File: src/rtl/fpu_pkg.sv
// Shared FPU definitions: rounding modes, shadow-entry field layout, unit latencies.
package fpu_pkg;

  localparam logic MODE_TO_NEAREST  = 1'b0;
  localparam logic MODE_TOWARD_DOWN = 1'b1;

  // Shadow entry packs as {tag, id, valid}, LSB first.
  localparam int SH_VALID = 0;
  localparam int SH_ID    = 1;
  localparam int SH_TAG   = 2;

  localparam int LAT_FCVT = 1;
  localparam int LAT_FADD = 3;
  localparam int LAT_FMUL = 4;

  function automatic int sh_width(int tag_w);
    return tag_w + 2;
  endfunction

endpackage

File: src/rtl/rr_arb2.sv
// Two-way round-robin arbiter; the pointer moves only when the caller reports an accept.
module rr_arb2 (
  input  logic       clk,
  input  logic       rstn,
  input  logic [1:0] req,
  input  logic       adv,
  output logic [1:0] grant
);

  logic last_grant;

  always_comb begin
    grant = 2'b00;
    unique case (req)
      2'b01:   grant = 2'b01;
      2'b10:   grant = 2'b10;
      2'b11:   grant = last_grant ? 2'b01 : 2'b10;
      default: grant = 2'b00;
    endcase
  end

  // Reset to 1 so requester 0 wins the first contention.
  always_ff @(posedge clk or negedge rstn)
    if (!rstn)    last_grant <= 1'b1;
    else if (adv) last_grant <= grant[1];

endmodule

File: src/rtl/fpu_conv_sched.sv
// Shares one float-to-int unit between two issuers; a shadow pipe tracks in-flight
// ops so results return to their owner, and flushed ops are absorbed by a squash count.
module fpu_conv_sched
  import fpu_pkg::*;
#(
  parameter int LAT   = LAT_FCVT,
  parameter int TAG_W = 4
) (
  input  logic                  clk,
  input  logic                  rstn,
  input  logic [1:0]            req_valid,
  output logic [1:0]            req_ready,
  input  logic [1:0][31:0]      req_a,
  input  logic [1:0]            req_mode,
  input  logic [1:0][TAG_W-1:0] req_tag,
  output logic [31:0]           unit_a,
  output logic                  unit_mode,
  output logic                  unit_en,
  input  logic [31:0]           unit_res,
  input  logic                  unit_ready,
  input  logic                  flush,
  output logic [1:0]            resp_valid,
  output logic [31:0]           resp_data,
  output logic [TAG_W-1:0]      resp_tag,
  output logic                  err
);

  localparam int SH_W = sh_width(TAG_W);
  localparam int CW   = $clog2(LAT + 2);

  logic [1:0]            grant;
  logic                  accept;
  logic                  gid;
  logic [SH_W-1:0]       sh_in;
  logic [LAT:0][SH_W-1:0] sh;
  logic                  last_v;
  logic                  last_id;
  logic [TAG_W-1:0]      last_tag;
  logic                  ready_unm;
  logic [CW-1:0]         kill;
  logic [CW-1:0]         sq_cnt;
  logic [CW-1:0]         sq_nxt;

  rr_arb2 u_arb (
    .clk   (clk),
    .rstn  (rstn),
    .req   (req_valid),
    .adv   (accept),
    .grant (grant)
  );

  assign req_ready = grant & {2{~flush}};
  assign accept    = |(req_valid & req_ready);
  assign gid       = grant[1];

  always_comb begin
    sh_in                    = '0;
    sh_in[SH_VALID]          = accept;
    sh_in[SH_ID]             = gid;
    sh_in[SH_TAG +: TAG_W]   = req_tag[gid];
  end

  always_ff @(posedge clk or negedge rstn)
    if (!rstn) begin
      unit_en   <= 1'b0;
      unit_a    <= '0;
      unit_mode <= 1'b0;
    end else begin
      unit_en <= accept;
      if (accept) begin
        unit_a    <= req_a[gid];
        unit_mode <= req_mode[gid];
      end
    end

  always_ff @(posedge clk or negedge rstn)
    if (!rstn) sh <= '0;
    else begin
      sh[0] <= sh_in;
      for (int k = 1; k <= LAT; k++) sh[k] <= sh[k-1];
      if (flush)
        for (int k = 0; k <= LAT; k++) sh[k][SH_VALID] <= 1'b0;
    end

  assign last_v    = sh[LAT][SH_VALID];
  assign last_id   = sh[LAT][SH_ID];
  assign last_tag  = sh[LAT][SH_TAG +: TAG_W];
  assign ready_unm = unit_ready & ~last_v;

  // The last stage still pairs with this cycle's unit_ready, so only earlier
  // stages owe a future pulse when flushed.
  always_comb begin
    kill = '0;
    for (int k = 0; k < LAT; k++) kill = kill + CW'(sh[k][SH_VALID]);
    sq_nxt = sq_cnt + (flush ? kill : '0) - CW'(ready_unm && (sq_cnt != '0));
  end

  always_ff @(posedge clk or negedge rstn)
    if (!rstn) begin
      sq_cnt <= '0;
      err    <= 1'b0;
    end else begin
      sq_cnt <= sq_nxt;
      if ((ready_unm && sq_cnt == '0) || (last_v && !unit_ready)) err <= 1'b1;
    end

  always_ff @(posedge clk or negedge rstn)
    if (!rstn) begin
      resp_valid <= '0;
      resp_data  <= '0;
      resp_tag   <= '0;
    end else begin
      resp_valid <= '0;
      if (last_v && unit_ready && !flush) begin
        resp_valid[last_id] <= 1'b1;
        resp_data           <= unit_res;
        resp_tag            <= last_tag;
      end
    end

endmodule

File: config.mk
export PLATFORM = sky130hd
export DESIGN_NAME = fpu_conv_sched
export DESIGN_NICKNAME = d
export VERILOG_FILES = /design/src/rtl/fpu_pkg.sv /design/src/rtl/rr_arb2.sv /design/src/rtl/fpu_conv_sched.sv
export SDC_FILE = /design/constraint.sdc
export NUM_CORES = 1
export LEC_CHECK = 0
export CORE_MARGIN = 2
export CORE_UTILIZATION = 25
export CTS_BUF_LIST = sky130_fd_sc_hd__clkbuf_8
export DETAILED_ROUTE_END_ITERATION = 7
export GPL_TIMING_DRIVEN = 0
export HOLD_SLACK_MARGIN = 0.03
export REMOVE_ABC_BUFFERS = 1
export SLEW_MARGIN = 0
export SYNTH_ARGS = -nofsm -noshare
export SYNTH_HDL_FRONTEND = slang
export SYNTH_HIERARCHICAL = 1
export SYNTH_SLANG_ARGS = --single-unit
File: constraint.sdc
create_clock -name clk -period 1.6 [get_ports clk]
set_input_delay 0.32 -clock clk [delete_from_list [all_inputs] [get_ports clk]]
set_output_delay 0.32 -clock clk [all_outputs]
set_load 0.02 [all_outputs]
## After elaboration in Yosys (flattened, before gate mapping)

Index checks and enable logic that the tools add are counted.

- Output and inout port bits: 75
- Register bits: 88
- Input bits: 112

- $add $sub $neg: 2
- $lt $le $gt $ge: 3
- Bitwise operators: 5
- Mux-type cells: 14
- Reductions and logical operators: 12
- Eq/ne operators: 3

Operator list:

| kind | number |
|---|---|
| two-way mux 32 bit | 2 |
| two-way mux 4 bit | 2 |
| logical AND 1 bit | 6 |
| two-way mux 1 bit | 6 |
| one-hot mux 2 bit (3 select lines) | 1 |
| AND 2 bit | 2 |
| equality test 2 bit (second input constant) | 2 |
| less-than comparator 1 x 2 -> 1 bit (second input constant) | 2 |
| two-way mux 2 bit | 2 |
| adder 2 x 1 -> 2 bit | 1 |
| equality test 2 x 1 -> 1 bit (second input constant) | 1 |
| zero test 1 bit | 2 |
| zero test 2 bit | 1 |
| NOT 1 bit | 2 |
| nonzero test 2 bit | 1 |
| OR reduction 2 bit | 1 |
| subtractor 2 x 1 -> 2 bit | 1 |
| AND 1 bit | 1 |
| demux 1 bit (select 1 bit) | 1 |
| >= comparator 1 bit (second input constant) | 1 |
| logical OR 1 bit | 1 |

## Logic depth before layout (Yosys ltp)

- Word-level depth: 6
- Depth in mapped cells: 7
- Gate-level depth less buffers: 7

## Cells and area by module

The synthesis kept the hierarchy.

Modules (own cells, without submodules):

| module | cells an instance | area each (um2) | sequential area each (um2) | instances |
|---|---|---|---|---|
| fpu_conv_sched | 226 | 3,597.2 | 2,177.1 | 1 |
| rr_arb2 | 5 | 63.8 | 26.3 | 1 |

## Worst setup path before layout

OpenSTA, ideal clock, no wires.

- Path kind: register to register
- From: register u_arb.last_grant
- To: register unit_a[10]
- Buffers on the path: 1
- Data required time: 1.475 ns
- Arrival time: 1.649 ns
- Clock period less this slack: 1.773 ns
- Stages on the path, launching flop included: 7
- Path slack: -0.173 ns
- Path through: dfstp_2 -> inv_1 -> a21boi_0 -> a22oi_1 -> nor2_2 -> buf_4 -> mux2_2

- Cells in the longest elaborated chain, start to end: 5
- Elaborated cells on any way between the ends: 7
- Those cells by class: mux (4); bitwise (2); reduce/logical (1)

Ends and longest elaborated chain:

| what | RTL line | text |
|---|---|---|
| start, declared | rr_arb2.sv:10 | `logic last_grant;` |
| start signal, assigned | rr_arb2.sv:25 | `else if (adv) last_grant <= grant[1];` |
| two-way mux 2 bit | rr_arb2.sv:17 | `2'b11: grant = last_grant ? 2'b01 : 2'b10;` |
| one-hot mux 2 bit (3 select lines) | rr_arb2.sv:14 | `unique case (req)` |
| net grant[0] | fpu_conv_sched.sv:31 | `logic [1:0] grant;` |
| AND 2 bit | fpu_conv_sched.sv:52 | `assign req_ready = grant & {2{~flush}};` |
| AND 2 bit | fpu_conv_sched.sv:53 | `assign accept = \|(req_valid & req_ready);` |
| OR reduction 2 bit | fpu_conv_sched.sv:53 |  |
| net accept | fpu_conv_sched.sv:32 | `logic accept;` |
| end signal, assigned | fpu_conv_sched.sv:71 | `unit_a <= req_a[gid];` |
| end, declared | fpu_conv_sched.sv:16 | `output logic [31:0] unit_a,` |

The timed path passes the listed nets, and every way through them passes these cells. The select of a mux whose other input is x is not followed.
A chain may end at the register's enable or synchronous reset.

## Worst setup path after layout

- From: register u_arb.last_grant
- To: register unit_a[20]

- Cells in the longest elaborated chain, start to end: 5
- Elaborated cells on any way between the ends: 7
- Those cells by class: mux (4); bitwise (2); reduce/logical (1)

Ends and longest elaborated chain:

| what | RTL line |
|---|---|
| two-way mux 2 bit * | rr_arb2.sv:17 |
| one-hot mux 2 bit (3 select lines) * | rr_arb2.sv:14 |
| net grant[1] | fpu_conv_sched.sv:31 |
| AND 2 bit | fpu_conv_sched.sv:52 |
| AND 2 bit | fpu_conv_sched.sv:53 |
| OR reduction 2 bit | fpu_conv_sched.sv:53 |

Mark *: on every way through the listed nets, which the timed path passes. The rest lies on a longest branch. The select of a mux whose other input is x is not followed.

==> metrics.md <==
| Metric | Value |
|---|---|
| Outcome | complete, but fails checks |
| Violations in the final reports | setup timing |
| Hold slack | 0.355 ns |
| Clock slew seen by the registers of the worst setup and hold paths | 0.09 ns |
| Endpoint kind of the worst setup timing path | register |
| Leakage power | 2.78 nW |
| Number of H-tree branching levels | 3 |
| Final clock period utilization by the worst path | 114% |
| Combinational group share of total power | 38.8% |
| Fraction of layout instances using a drive strength above 1 | 34.9% |
| First-pass GRT wire length | 15,600 µm |
| Total number of nets in the final design | ~560 |
| Fillers | 1,390 |
| Pin slew with the least headroom to its limit | 0.560 ns |
| Cell count after placement | a little under 600 |
| Final number of hold-violating endpoints | 0 |
| Required arrival time at the worst endpoint | about 1.9 ns |
| Count of routing violations after the opening detailed-route iteration | 65 |
| Post-synthesis sequential element count | about 90 |
| CP delay by family, top | flip-flops |
| Clock tree from TritonCTS | yes |
| Pin count of the biggest net entering global routing | 49 |
| Die boundary width | 125 µm |
| Internal power | ~5.2 mW |
| Number of instances in the synthesized netlist | 231 |
| Clk Latency, worst-skew pair | around 0.37 ns |
| Final number of setup-violating endpoints | 37 |
| IO Pins | 187 |
| Inserted Diodes | 0 |
| Headroom to the max-slew limit | 62.6% |
| Net switching power of the design | 2.57 mW |
| Pwr/cell area | 1260 nW/µm² |
| Setup slack of the critical path after layout | -0.226 ns |
| Grt ovf | 0 |
| RD Place Congestion | 0.686 |
| Vias in the first global route | 2,965 |
| Aggregate global-route resource usage | 12.6% |
| Final wirelength | 9700 µm |
| Maxcap violations | 0 |
| Met3 routing resource usage after global routing | 6.42% |
| Number of search-and-repair iterations in the first detailed-routing pass | 3 |
| Residual antenna-violating net count after detailed routing | 0 |
| Total via count after detailed routing | 2,649 |
| Ys Warns | 6 |
| Cell variety after synth | 22 |
| Synthesized area divided by synthesized cell count | between 15 and 20 µm² |
| Maximum vdd ir drop | 0.000777 V |
| Buffers and inverters on the worst path | 4 |
| Worst clock skew on the final layout | 0.0154 ns |
| Die area | 15,600 µm² |
| Routed len/inst | 15.4 µm |
| Clk sinks | 88 |
| Cells along the critical path | buf_6 > a21boi_4 > buf_8 > a22oi_2 > nor2_4 > buf_12 > buf_16 > mux2_2 |
| Share of total power in sequential cells | 40.5% |
| Buffer depth of the longest clock path | 2 |
| Met1 demand-to-capacity share in global routing | 14.4% |
| Initial antenna violation count | 0 |
| Non-filler instance count after layout | 631 |
| Peak Freq | between 500 and 600 MHz |
| Hold/Removal Path Class | register to register |
| Highest cell delay on the worst timing path | 0.57 ns |
| Clock share of power | 20.7% |
| Post-synthesis sequential area ratio | 60.2% |
| Setup repair after global routing missed its margin | yes |
| Critical path peak fanout | 7 |
| Synth-to-layout area growth | 68.6% |
| Starting density of the core | 25.4% |
| Mean number of vias per cell | approximately 4.2 |
| Critical Path Start Type | register |
| Row count | 44 |
| Worst-path cell with the longest stage delay | dfstp_2 |
| Port-buffer cells | roughly 190 |
| Clock buffers created by TritonCTS | 9 |
| Final worst path period need | 1.83 ns |
| Fraction of power spent switching nets | 33.1% |
| Arrival time at the worst endpoint | around 2.1 ns |
| Highest-utilization routing layer at the global route stage | met2 |
| Total negative slack for setup checks | -6.97 ns |
| Residual DRC | 0 |
| Sum of net half-perimeters after detailed placement | ~6500 µm |
| Placeable core area | 14,400 µm² |
| Crit Path Category | register to register |
| GR met2 Demand/Resource | 21.3% |
| Y dimension of the die | 125 µm |
| Cell area after synthesis | 3660 µm² |
| Clock Root Buffer | clkbuf_8 |
| Max-slew violations | 0 |
## cells in the final DEF, fill, tap and decap left out, types with 2 or more instances in the layout
cell type	synthesis	routed
buf_16	0	4
dfrtp_1	87	87
clkbuf_16	0	2
clkinv_2	0	2
ha_1	2	2
clkdlybuf4s50_1	0	108
dlygate4sd2_1	0	75
mux2_2	106	104
xnor2_1	2	2
inv_1	4	4
buf_4	5	10
nor2_1	5	5
clkbuf_8	0	10
mux2_4	1	3
nor2b_1	3	2
a21boi_4	0	2
buf_8	0	3
buf_12	0	2
clkinv_4	0	2
buf_6	4	4
## routing by layer
metal | wire length (µm) | share of wire [%]
met1 | 4000 | 41
met2 | 4640 | 48
met3 | 960 | 9.9
met4 | 97 | 1.0
met5 | 0 | 0
## final timing paths
| kind | start | endpoint | slack (ns) | cells past startpoint |
|---|---|---|---|---|
| min in group asynchronous | rstn | resp_data[24]$_DFFE_PN0P_ | 0.49 | 2 |
| min reg2reg | sh[1]$_DFF_PN0_ | last_id$_DFF_PN0_ | 0.35 | 0 |
| max | u_arb/last_grant$_DFFE_PN1P_ | unit_a[20]$_DFFE_PN0P_ | -0.23 | 8 |
| max in group asynchronous | rstn | u_arb/last_grant$_DFFE_PN1P_ | 0.43 | 3 |
| min | sh[1]$_DFF_PN0_ | last_id$_DFF_PN0_ | 0.35 | 0 |
| max reg2reg | u_arb/last_grant$_DFFE_PN1P_ | unit_a[20]$_DFFE_PN0P_ | -0.23 | 8 |
## power groups by stage
stage	sequential, mW	clock [mW]	combinational [mW]
after floorplan	3.89	0	0.818
after global placement	3.19	0	3.16
after detailed placement	3.22	0	3.22
after CTS	3.16	1.71	3.01
after global routing	3.25	1.77	3.21
final	3.15	1.61	3.02
## area by class of cell
class	count	area, µm²	area share [%]
clock buffer	10	138	2.23
clock inverter	6	66.3	1.07
inverter	4	15.0	0.243
multi-input combinational	129	1400	22.7
sequential	88	2200	35.7
tap	184	230	3.73
timing repair buffer	210	2120	34.3
## sequential cells by signal, indices dropped and copies added (netlist names), 2 cells and up
register / flops
resp_valid: 2
sh: 6
resp_data: 32
resp_tag: 4
unit_a: 32
last_tag: 4
sq_cnt: 2
## synthesized netlist by cell type
cell type	number	area (µm²)
mux2_2	106	1190
a21boi_0	1	7.51
a21oi_1	1	5.00
a22oi_1	1	7.51
nand2_1	1	3.75
clkbuf_1	1	3.75
nor2b_1	3	18.8
buf_4	5	37.5
a21boi_2	1	11.3
dfstp_2	1	26.3
xnor2_1	2	17.5
mux2_4	1	15.0
buf_6	4	45.0
nand2b_1	1	6.26
inv_1	4	15.0
ha_1	2	25.0
nor2_2	1	6.26
nand3b_1	1	7.51
buf_2	1	5.00
nor2_1	5	18.8
o31ai_1	1	7.51
dfrtp_1	87	2180
## metrics by stage
stage,total power [mW],setup slack (ns),utilization (%),area [µm²]
after floorplan,4.71,-1.65,-,3570
after global placement,6.34,-3.40,39.3,5660
after detailed placement,6.44,-1.23,40.1,5780
after CTS,7.88,-0.210,42.4,6120
after global routing,8.24,-0.301,42.8,6170
final,7.77,-0.226,42.8,6170
## cells by family (layout without fill, tap and decap cells)
kind of cell	after synthesis	after routing	share of synthesized area, %
buffers and inverters	15	230	2.90
and+or+nand+nor	12	12	1.67
DFF	88	88	60.2
xor gates and xnor gates	2	2	0.479
muxes	107	107	33.0
AOI/OAI and AO/OA	5	6	1.06
adders and majority gates	2	2	0.683
## timing repair
item / 4_1_cts / 5_1_grt
hold buffers: 1 / 0
buffers inserted: 14 / 1
endpoints found under the hold margin: 40 / 0
resized for setup: 95 / 4
pin swaps: 3 / 3
cloned: 3 / 2
setup endpoints to repair: 145 / 46
(Power assumes the default switching activity.)
